File: src/rtl/pulse_cnt_pkg.sv
// Shared types and constants for the pulse accumulation counter.
package pulse_cnt_pkg;

    typedef enum logic [1:0] {
        IDLE  = 2'd0,
        ACCUM = 2'd1,
        DONE  = 2'd2
    } state_e;

    localparam int EDGE_NEG = 0;
    localparam int EDGE_POS = 1;

endpackage

File: src/rtl/edge_delay_line.sv
// Registered edge detector on data_valid_i followed by a DLY-stage shift
// register; clr_i empties the detector output and every stage.
module edge_delay_line
    import pulse_cnt_pkg::*;
#(
    parameter int EDGE_MODE = EDGE_NEG,
    parameter int DLY       = 6
) (
    input  logic clk,
    input  logic rst_n,
    input  logic clr_i,
    input  logic data_valid_i,
    output logic dly_pls_o
);

    logic           dv_q;
    logic           edge_q;
    logic           edge_d;
    logic [DLY-1:0] sr_q;

    always_comb begin
        if (EDGE_MODE == EDGE_POS) edge_d = data_valid_i & ~dv_q;
        else                       edge_d = dv_q & ~data_valid_i;
    end

    // The level history keeps running through a clear so an edge straddling
    // capture enable is judged on real samples, not on a reset value.
    always_ff @(posedge clk or negedge rst_n) begin
        if (!rst_n) begin
            dv_q   <= 1'b0;
            edge_q <= 1'b0;
            sr_q   <= '0;
        end else begin
            dv_q <= data_valid_i;
            if (clr_i) begin
                edge_q <= 1'b0;
                sr_q   <= '0;
            end else begin
                edge_q <= edge_d;
                sr_q   <= (sr_q << 1) | DLY'(edge_q);
            end
        end
    end

    assign dly_pls_o = sr_q[DLY-1];

endmodule

File: src/rtl/pulse_accum_counter.sv
// Frame pulse counter with first/last flags and frame-done detection.
// Optional watchdog on pulse gaps is built when PLS_TIMEOUT_EN is defined.
//
//  state | meaning
//  IDLE  | capture disabled; outputs cleared, delay line held empty
//  ACCUM | counting delayed pulses toward the sampled target
//  DONE  | target reached; count and acc_done held until capture_en drops
module pulse_accum_counter
    import pulse_cnt_pkg::*;
#(
    parameter int CNT_W     = 16,
    parameter int DLY       = 6,
    parameter int EDGE_MODE = EDGE_NEG,
    parameter int TMO_W     = 20
) (
    input  logic             clk,
    input  logic             rst_n,
    input  logic             data_valid_i,
    input  logic             capture_en,
    input  logic [CNT_W-1:0] target_pulses,
    output logic [CNT_W-1:0] pulse_counts,
    output logic             is_first_pls,
    output logic             is_last_pls,
    output logic             acc_done,
    output logic             cnt_wrap,
    output logic             pls_timeout
);

    localparam logic [CNT_W-1:0] CNT_ONE = CNT_W'(1);

    state_e           state_q, state_d;
    logic [CNT_W-1:0] cnt_q, cnt_d;
    logic [CNT_W-1:0] tgt_q, tgt_d;
    logic             first_q, first_d;
    logic             last_q, last_d;
    logic             done_q, done_d;
    logic             wrap_q, wrap_d;
    logic             dly_pls;
    logic             clr_dly;

    // Emptying the line on every IDLE cycle, including the enabling one,
    // drops any edge that was seen before capture started.
    assign clr_dly = (state_q == IDLE);

    edge_delay_line #(
        .EDGE_MODE (EDGE_MODE),
        .DLY       (DLY)
    ) u_edge_delay_line (
        .clk          (clk),
        .rst_n        (rst_n),
        .clr_i        (clr_dly),
        .data_valid_i (data_valid_i),
        .dly_pls_o    (dly_pls)
    );

    always_comb begin
        state_d = state_q;
        cnt_d   = cnt_q;
        tgt_d   = tgt_q;
        first_d = 1'b0;
        last_d  = 1'b0;
        done_d  = done_q;
        wrap_d  = wrap_q;
        if (!capture_en) begin
            state_d = IDLE;
            cnt_d   = '0;
            done_d  = 1'b0;
            wrap_d  = 1'b0;
        end else begin
            case (state_q)
                IDLE: begin
                    state_d = ACCUM;
                    tgt_d   = target_pulses;
                    cnt_d   = '0;
                    done_d  = 1'b0;
                    wrap_d  = 1'b0;
                end
                ACCUM: begin
                    first_d = (cnt_q == '0);
                    last_d  = (tgt_q != '0) && (cnt_q == tgt_q - CNT_ONE);
                    if (dly_pls) begin
                        cnt_d = cnt_q + CNT_ONE;
                        if (tgt_q == '0) begin
                            if (cnt_q == '1) wrap_d = 1'b1;
                        end else if (cnt_d == tgt_q) begin
                            state_d = DONE;
                            done_d  = 1'b1;
                        end
                    end
                end
                DONE: begin
                end
                default: state_d = IDLE;
            endcase
        end
    end

    always_ff @(posedge clk or negedge rst_n) begin
        if (!rst_n) begin
            state_q <= IDLE;
            cnt_q   <= '0;
            tgt_q   <= '0;
            first_q <= 1'b0;
            last_q  <= 1'b0;
            done_q  <= 1'b0;
            wrap_q  <= 1'b0;
        end else begin
            state_q <= state_d;
            cnt_q   <= cnt_d;
            tgt_q   <= tgt_d;
            first_q <= first_d;
            last_q  <= last_d;
            done_q  <= done_d;
            wrap_q  <= wrap_d;
        end
    end

    assign pulse_counts = cnt_q;
    assign is_first_pls = first_q;
    assign is_last_pls  = last_q;
    assign acc_done     = done_q;
    assign cnt_wrap     = wrap_q;

`ifdef PLS_TIMEOUT_EN
    logic [TMO_W-1:0] tmo_q, tmo_d;
    logic             tmo_flag_q, tmo_flag_d;

    // Down-counter from all-ones: terminal count zero means 2^TMO_W-1
    // pulse-free ACCUM cycles since the last reload.
    always_comb begin
        tmo_d      = tmo_q;
        tmo_flag_d = tmo_flag_q;
        if (!capture_en) begin
            tmo_d      = '1;
            tmo_flag_d = 1'b0;
        end else if (state_q == IDLE) begin
            tmo_d = '1;
        end else if (state_q == ACCUM) begin
            if (tmo_q == '0) tmo_flag_d = 1'b1;
            tmo_d = dly_pls ? '1 : tmo_q - TMO_W'(1);
        end
    end

    always_ff @(posedge clk or negedge rst_n) begin
        if (!rst_n) begin
            tmo_q      <= '1;
            tmo_flag_q <= 1'b0;
        end else begin
            tmo_q      <= tmo_d;
            tmo_flag_q <= tmo_flag_d;
        end
    end

    assign pls_timeout = tmo_flag_q;
`else
    // Watchdog compiled out; only a nonsensical negative TMO_W could raise it.
    assign pls_timeout = (TMO_W < 0);
`endif

endmodule

File: config.mk
export PLATFORM = sky130hd
export DESIGN_NAME = pulse_accum_counter
export DESIGN_NICKNAME = d
export VERILOG_FILES = /design/src/rtl/pulse_cnt_pkg.sv /design/src/rtl/edge_delay_line.sv /design/src/rtl/pulse_accum_counter.sv
export SDC_FILE = /design/constraint.sdc
export NUM_CORES = 1
export LEC_CHECK = 0
export ABC_AREA = 1
export ABC_CLOCK_PERIOD_IN_PS = 3800
export CAP_MARGIN = 20
export CORE_ASPECT_RATIO = 0.8
export CORE_UTILIZATION = 40
export DETAILED_ROUTE_END_ITERATION = 10
export PLACE_DENSITY = 0.65
export RECOVER_POWER = 50
export SLEW_MARGIN = 25
export SYNTH_ARGS = -nofsm -noshare
export SYNTH_HDL_FRONTEND = slang
export SYNTH_SLANG_ARGS = --single-unit
export TNS_END_PERCENT = 1
File: constraint.sdc
create_clock -name clk -period 3.8 [get_ports clk]
set_input_delay 0.57 -clock clk [delete_from_list [all_inputs] [get_ports clk]]
set_output_delay 0.57 -clock clk [all_outputs]
set_load 0.01 [all_outputs]
==> qor.yml, run 1 <==
outcome:
  status: "finished, violations left"
  violations: "capacitance limit, slew limit"
final_layout:
  drive_gt1_frac: 0.0719
  nNetsFinal: 523
  most-common-layout-cells: "nand2_1 (107), nor2_1 (71), inv_1 (61)"
  diodes: 0
  layout.cells.non_filler: 609
  area_delta_synth_final_pct: 16.7
  final_common_cell: "nand2_1"
clock_network:
  ctsHoldBuffers: 0
  cts.repair.resized: 0
  cts-root-buf: "clkbuf_8"
  cts.sinks: 46
  cts.clk_slew.worst_paths_ns: 0.10
  clock_path_buffers: 2
  h-tree-depth: 2
  worstSkewPairLatency_ns: 0.31
  post_cts_buffers: 0
  cts_tree: "built"
  cts_made_buffers: 5
synthesis:
  ys_ff_latch: 46
  synth_cells: 465
  synth_edf_count: 0
  ys_warn_count: 0
  synth.distinct_cells: 36
  synth-async-reset-ratio: 1.00
  synth_ff_type: "dfrtp_1"
  synth.avg_cell_area_sq_um: 6.99
  yosysSeqAreaShare: 0.354
  netlist_area_sq_mm: 0.00325
  synth_nets: 488
sta:
  finClkSkew_ns: 0.00956
  hold_viol: 0
  drv_slew: 47
  fin_crit_sh: 0.705
  fin_tns_setup_ns: 0
  min_period_ns: 2.68
  max_freq_ghz: 0.373
  finalSetupViolations: 0
  worst_pin_slew_ns: 2.50
  rsz0062_at_grt: "no"
  setup_slack_ns: 1.12
  slew_headroom: -0.667
detailed_routing:
  wl_per_cell_um: 14.8
  vias_per_cell: 5.27
  drc: 0
  first_iter_violations: 213
  drt_wl_total_um: 9010
  drtPass1Iterations: 5
  final_antenna_net_count: 0
  via_count: 3211
hold_path:
  hp-class: "register to register"
  worstHoldStart: "u_edge_delay_line.sr_q[0]"
floorplan:
  ioPinCount: 41
  dieHeight_um: 82.6
  core_area_sq_mm: 0.00791
  num_rows: 29
  die_width_um: 103
  die_area_sq_mm: 0.00849
  floorplan.initialDensity: 0.411
worst_setup_path:
  crit_path_end: "cnt_wrap"
  worstSetupPathType: "input port to register"
  critPathRequiredTime_ns: 4.02
  cp.arrival_ns: 2.90
  worst-r2r-setup-slack_ns: 1.49
  timing.rr.start: "pulse_counts[0]"
  timing.rr.end: "state_q[0]"
  crit_start: "capture_en"
  worstSetupEndpointType: "register"
  worstRegToRegCells: 14
  start_kind: "input port"
  worstPathMaxFanout: 17
power_and_ir_drop:
  power.density_mw_per_mm2: 323
  p_leak_uw: 0.00174
  p_total_uw: 1220
  peakVddDrop_uv: 193
place:
  dp.cells: 601
  hpwlAfterDp_um: 7060
  place.gp.congestion: 0.916
  dp_slack_ns: 1.13
  portBuffers: 39
job:
  maxCapViolCount: 1
global_route:
  antenna_found_initial: 0
  grt.total_usage: 0.233
  gr-total-overflow: 0
  grt_pass1_vias: 2971
  grt_max_degree: 47
  grt_first_pass_wirelength_um: 14800
-- how the worst min path moves through the flow --
stage	endpoint	slack, ns	depth (start not counted)
after floorplan	acc_done	0.27	0
after global placement	u_edge_delay_line.sr_q[2]	0.45	2
after detailed placement	u_edge_delay_line.sr_q[2]	0.46	2
after CTS	pulse_counts[9]	0.27	1
after global routing	u_edge_delay_line.sr_q[1]	0.49	2
final	u_edge_delay_line.sr_q[1]	0.48	2
-- cells in the mapped netlist, types with 4 or more instances --
master	instances	area share
nor3_1	4	0.0062
nand4_1	15	0.029
buf_2	5	0.0077
xnor2_1	8	0.022
nor2_1	71	0.082
nand2_2	4	0.0077
nor2_2	6	0.012
inv_1	61	0.070
xor2_1	11	0.030
nand2_1	107	0.12
nor2_4	4	0.014
nand3_1	43	0.066
o22ai_1	12	0.023
o21ai_0	14	0.022
dfrtp_1	46	0.35
a21oi_1	18	0.028
-- stage by stage --
step / hold slack [ns] / area, sq um / util
after detailed placement: 0.464 / 3710 / 0.469
after global routing: 0.489 / 3790 / 0.479
final: 0.476 / 3790 / 0.479
after CTS: 0.274 / 3810 / 0.481
after global placement: 0.452 / 3710 / 0.469
after floorplan: 0.274 / 3250 / -
-- routing by layer --
metal / track usage / part of all wire / vias to the layer above / wire (um)
met1: 0.346 / 0.48 / 1493 / 4350
met2: 0.341 / 0.41 / 148 / 3690
met5: 0 / 0 / - / 0
met4: 0.0592 / 0.016 / 0 / 143
met3: 0.0480 / 0.092 / 15 / 831
li1: - / - / 1555 / -
-- worst max-delay path, stage by stage --
cell	delay, ns
clkdlybuf4s50_1	0.55
inv_1	0.06
nor3_1	0.54
inv_1	0.15
o21ai_0	0.28
inv_1	0.33
nand4_1	0.21
o21ai_0	0.09
o21a_1	0.10
-- kinds of logic (layout without fill, tap and decap cells) --
family,count (synthesis),count (layout),share of synthesized area
xor gates and xnor gates,21,21,0.0655
other,1,1,0.00115
adders and majority gates,3,3,0.0116
and+or+nand+nor,267,267,0.387
AOI/OAI and AO/OA,49,49,0.0824
buffers and inverters,77,113,0.0943
DFF,46,46,0.354
muxes,1,1,0.00347
-- state kept, by name, summed over array words and instances, names as in the netlist --
register / cells
cnt_wrap: 1
u_edge_delay_line.sr_q: 6
is_last_pls: 1
u_edge_delay_line.dv_q: 1
pulse_counts: 16
u_edge_delay_line.edge_q: 1
acc_done: 1
state_q: 2
is_first_pls: 1
tgt_q: 16
-- power breakdown --
| part | switching (uW) | internal [uW] |
|---|---|---|
| Sequential | 59.0 | 528 |
| Combinational | 189 | 116 |
| Clock | 197 | 133 |
-- layout make-up --
cell class / instances / area [sq um]
flip-flops and latches: 46 / 1150
clock buffers: 5 / 68.8
inverters: 66 / 248
clock inverters: 3 / 25.0
repair buffers: 39 / 384
multi-input cells: 342 / 1780
well taps: 108 / 135
fillers: 814 / 4120
Note: power is estimated with default switching activity, not from simulation.
==> inputs of run 2 (changes only) <==
--- a/config.mk
+++ b/config.mk
@@ -6,12 +6,12 @@
 export NUM_CORES = 1
 export LEC_CHECK = 0
 export ABC_AREA = 1
-export ABC_CLOCK_PERIOD_IN_PS = 3800
+export ABC_CLOCK_PERIOD_IN_PS = 2430
 export CAP_MARGIN = 20
 export CORE_ASPECT_RATIO = 0.8
 export CORE_UTILIZATION = 40
 export DETAILED_ROUTE_END_ITERATION = 10
-export PLACE_DENSITY = 0.65
+export PLACE_DENSITY = 0.67
 export RECOVER_POWER = 50
 export SLEW_MARGIN = 25
 export SYNTH_ARGS = -nofsm -noshare
==> constraint.sdc (replaced) <==
create_clock -name clk -period 2.43 [get_ports clk]
set_input_delay 0.3645 -clock clk [delete_from_list [all_inputs] [get_ports clk]]
set_output_delay 0.3645 -clock clk [all_outputs]
set_load 0.01 [all_outputs]
==> run 2 against run 1 <==
Net effect: the run now ends clean; global-route usage about the same; power up 64%; non-clock buffer count up 6; register-to-register slack worse by 1.2 ns; clock power up 79%; sequential power up 56%; clock skew up 0.0029 ns; sequential cell count unchanged; clock-buffer cell count unchanged; utilization up 0.96 points; largest cell class unchanged; largest power group unchanged.
==> qor.yml, run 2 (synthesized netlist as in run 1, its figures left out) <==
final_layout:
  drive_gt1_frac: 0.0888  # +0.0169
  area_delta_synth_final_pct: 19.1
  fin_area_sq_mm: 0.00387  # +2.0%
  most-common-layout-cells: "nand2_1 (107), nor2_1 (71), inv_1 (61)"
  utilization: 0.489  # +0.00965
  diodes: 0  # unchanged
  nNetsFinal: 529  # +1.1%
  final_common_cell: "nand2_1"
sta:
  drv_slew: 0  # -100%
  finClkSkew_ns: 0.0124  # +0.00287 ns
  hold_viol: 0  # unchanged
  finalSetupViolations: 0  # unchanged
  fin_tns_setup_ns: 0  # unchanged
  min_period_ns: 2.14
  fin_crit_sh: 0.880
  rsz0062_at_grt: "no"
  whs_ns: 0.347  # -0.130 ns
  max_freq_ghz: 0.467
  slew_headroom: 0.224  # +0.890
  setup_slack_ns: 0.291  # -0.828 ns
  worst_pin_slew_ns: 1.16  # -1.34 ns
power_and_ir_drop:
  p_leak_uw: 0.00178  # +2.0%
  switchingPower_uw: 688  # +55%
  peakVddDrop_uv: 251  # +30%
  p_comb_frac: 0.250  # about the same
  swShare: 0.342  # -0.0220
  clock_power_share: 0.295  # +0.025
  p_int_uw: 1320  # +70%
  power.density_mw_per_mm2: 520  # +61%
  power_frac_seq: 0.455  # -0.025
clock_network:
  cts.sinks: 46  # unchanged
  worstSkewPairLatency_ns: 0.31  # about the same
  post_cts_buffers: 0  # unchanged
  cts_tree: "built"
  cts-root-buf: "clkbuf_8"
  h-tree-depth: 2  # unchanged
  cts.repair.resized: 0  # unchanged
  cts_made_buffers: 5  # unchanged
  clock_path_buffers: 2  # unchanged
  ctsHoldBuffers: 0  # unchanged
  cts.clk_slew.worst_paths_ns: 0.10  # about the same
place:
  dp_slack_ns: 0.254  # -0.875 ns
  place.gp.congestion: 0.989  # +8.0%
  portBuffers: 39  # unchanged
  hpwlAfterDp_um: 7370  # +4.4%
  dpl_cell_area_sq_mm: 0.00376  # +1.1%
detailed_routing:
  drc: 0  # unchanged
  wl_per_cell_um: 15.1  # +1.8%
  final_antenna_net_count: 0  # unchanged
  first_iter_violations: 296  # +39%
  drtPass1Iterations: 5  # unchanged
  drt_wl_total_um: 9270  # +2.8%
  vias_per_cell: 5.23  # -0.76%
  via_count: 3218  # +0.22%
global_route:
  gr-total-overflow: 0  # unchanged
  grt_pass1_vias: 2872  # -3.3%
  grt.total_usage: 0.233  # about the same
  antenna_found_initial: 0  # unchanged
  grt_first_pass_wirelength_um: 14800  # -0.24%
  grt_max_degree: 47  # unchanged
worst_setup_path:
  timing.rr.end: "acc_done"
  worstPathMaxFanout: 6  # -11
  critPathRequiredTime_ns: 2.66  # -1.36 ns
  worstRegToRegCells: 11  # -3
  worst-r2r-setup-slack_ns: 0.29  # -1.20 ns
  worstSetupEndpointType: "register"
  cp.arrival_ns: 2.37  # -0.53 ns
  worstSetupPathType: "register to register"
  timing.rr.start: "pulse_counts[1]"
  start_kind: "register"
floorplan:
  die_width_um: 103  # unchanged
  num_rows: 29  # unchanged
  core_area_sq_mm: 0.00791  # unchanged
  floorplan.initialDensity: 0.411  # unchanged
  dieHeight_um: 82.6  # unchanged
  die_area_sq_mm: 0.00849  # unchanged
  ioPinCount: 41  # unchanged
outcome:
  status: "finished clean"
hold_path:
  hp-class: "input port to async pin"
job:
  maxCapViolCount: 0  # -1
[run 2: worst max-delay path, cell delays in order, from the launching register on]
cell	delay (ns)
dfrtp_1	0.47
ha_1	0.28
nand2_1	0.16
nor2_1	0.23
nand2_1	0.10
nor2_1	0.15
nand2_1	0.07
nand2_1	0.08
nand3_1	0.09
nor2_1	0.18
nand3_1	0.12
a21oi_2	0.13
[run 2: area by class of cell]
class,instances,area [sq um]
fillers,866,4040
multi-input cells,342,1790
flip-flops and latches,46,1150
repair buffers,45,428
inverters,66,248
well taps,108,135
clock buffers,5,68.8
clock inverters,3,45.0
[run 2: layer usage]
| layer | global-route usage | share of wire |
|---|---|---|
| met4 | 0.0648 | 0.020 |
| met3 | 0.0564 | 0.087 |
| met5 | 0 | 0 |
| met2 | 0.341 | 0.42 |
| met1 | 0.339 | 0.48 |
[run 2: how the worst max path moves through the flow]
stage,startpoint,end,slack (ns),cells after the start
final,pulse_counts[1],acc_done,0.29,11
after global routing,pulse_counts[1],state_q[0],0.007,14
after CTS,pulse_counts[0],state_q[0],0.27,14
after detailed placement,capture_en,pulse_counts[8],0.25,8
after global placement,capture_en,pulse_counts[8],0.23,8
after floorplan,pulse_counts[0],state_q[0],0.54,14
[run 2: power by group through the flow]
stage | sequential, uW | clock, uW | combinational (uW)
after floorplan | 890 | 0 | 367
after global placement | 927 | 0 | 495
after detailed placement | 928 | 0 | 497
after CTS | 914 | 599 | 499
after global routing | 928 | 629 | 566
final | 916 | 593 | 503
[run 2: per-stage QoR]
| step | power (uW) | std cells |
|---|---|---|
| global placement | 1420 | 607 |
| finish | 2010 | 615 |
| detailed placement | 1430 | 607 |
| floorplan | 1260 | 465 |
| global route | 2120 | 615 |
| CTS | 2010 | 615 |
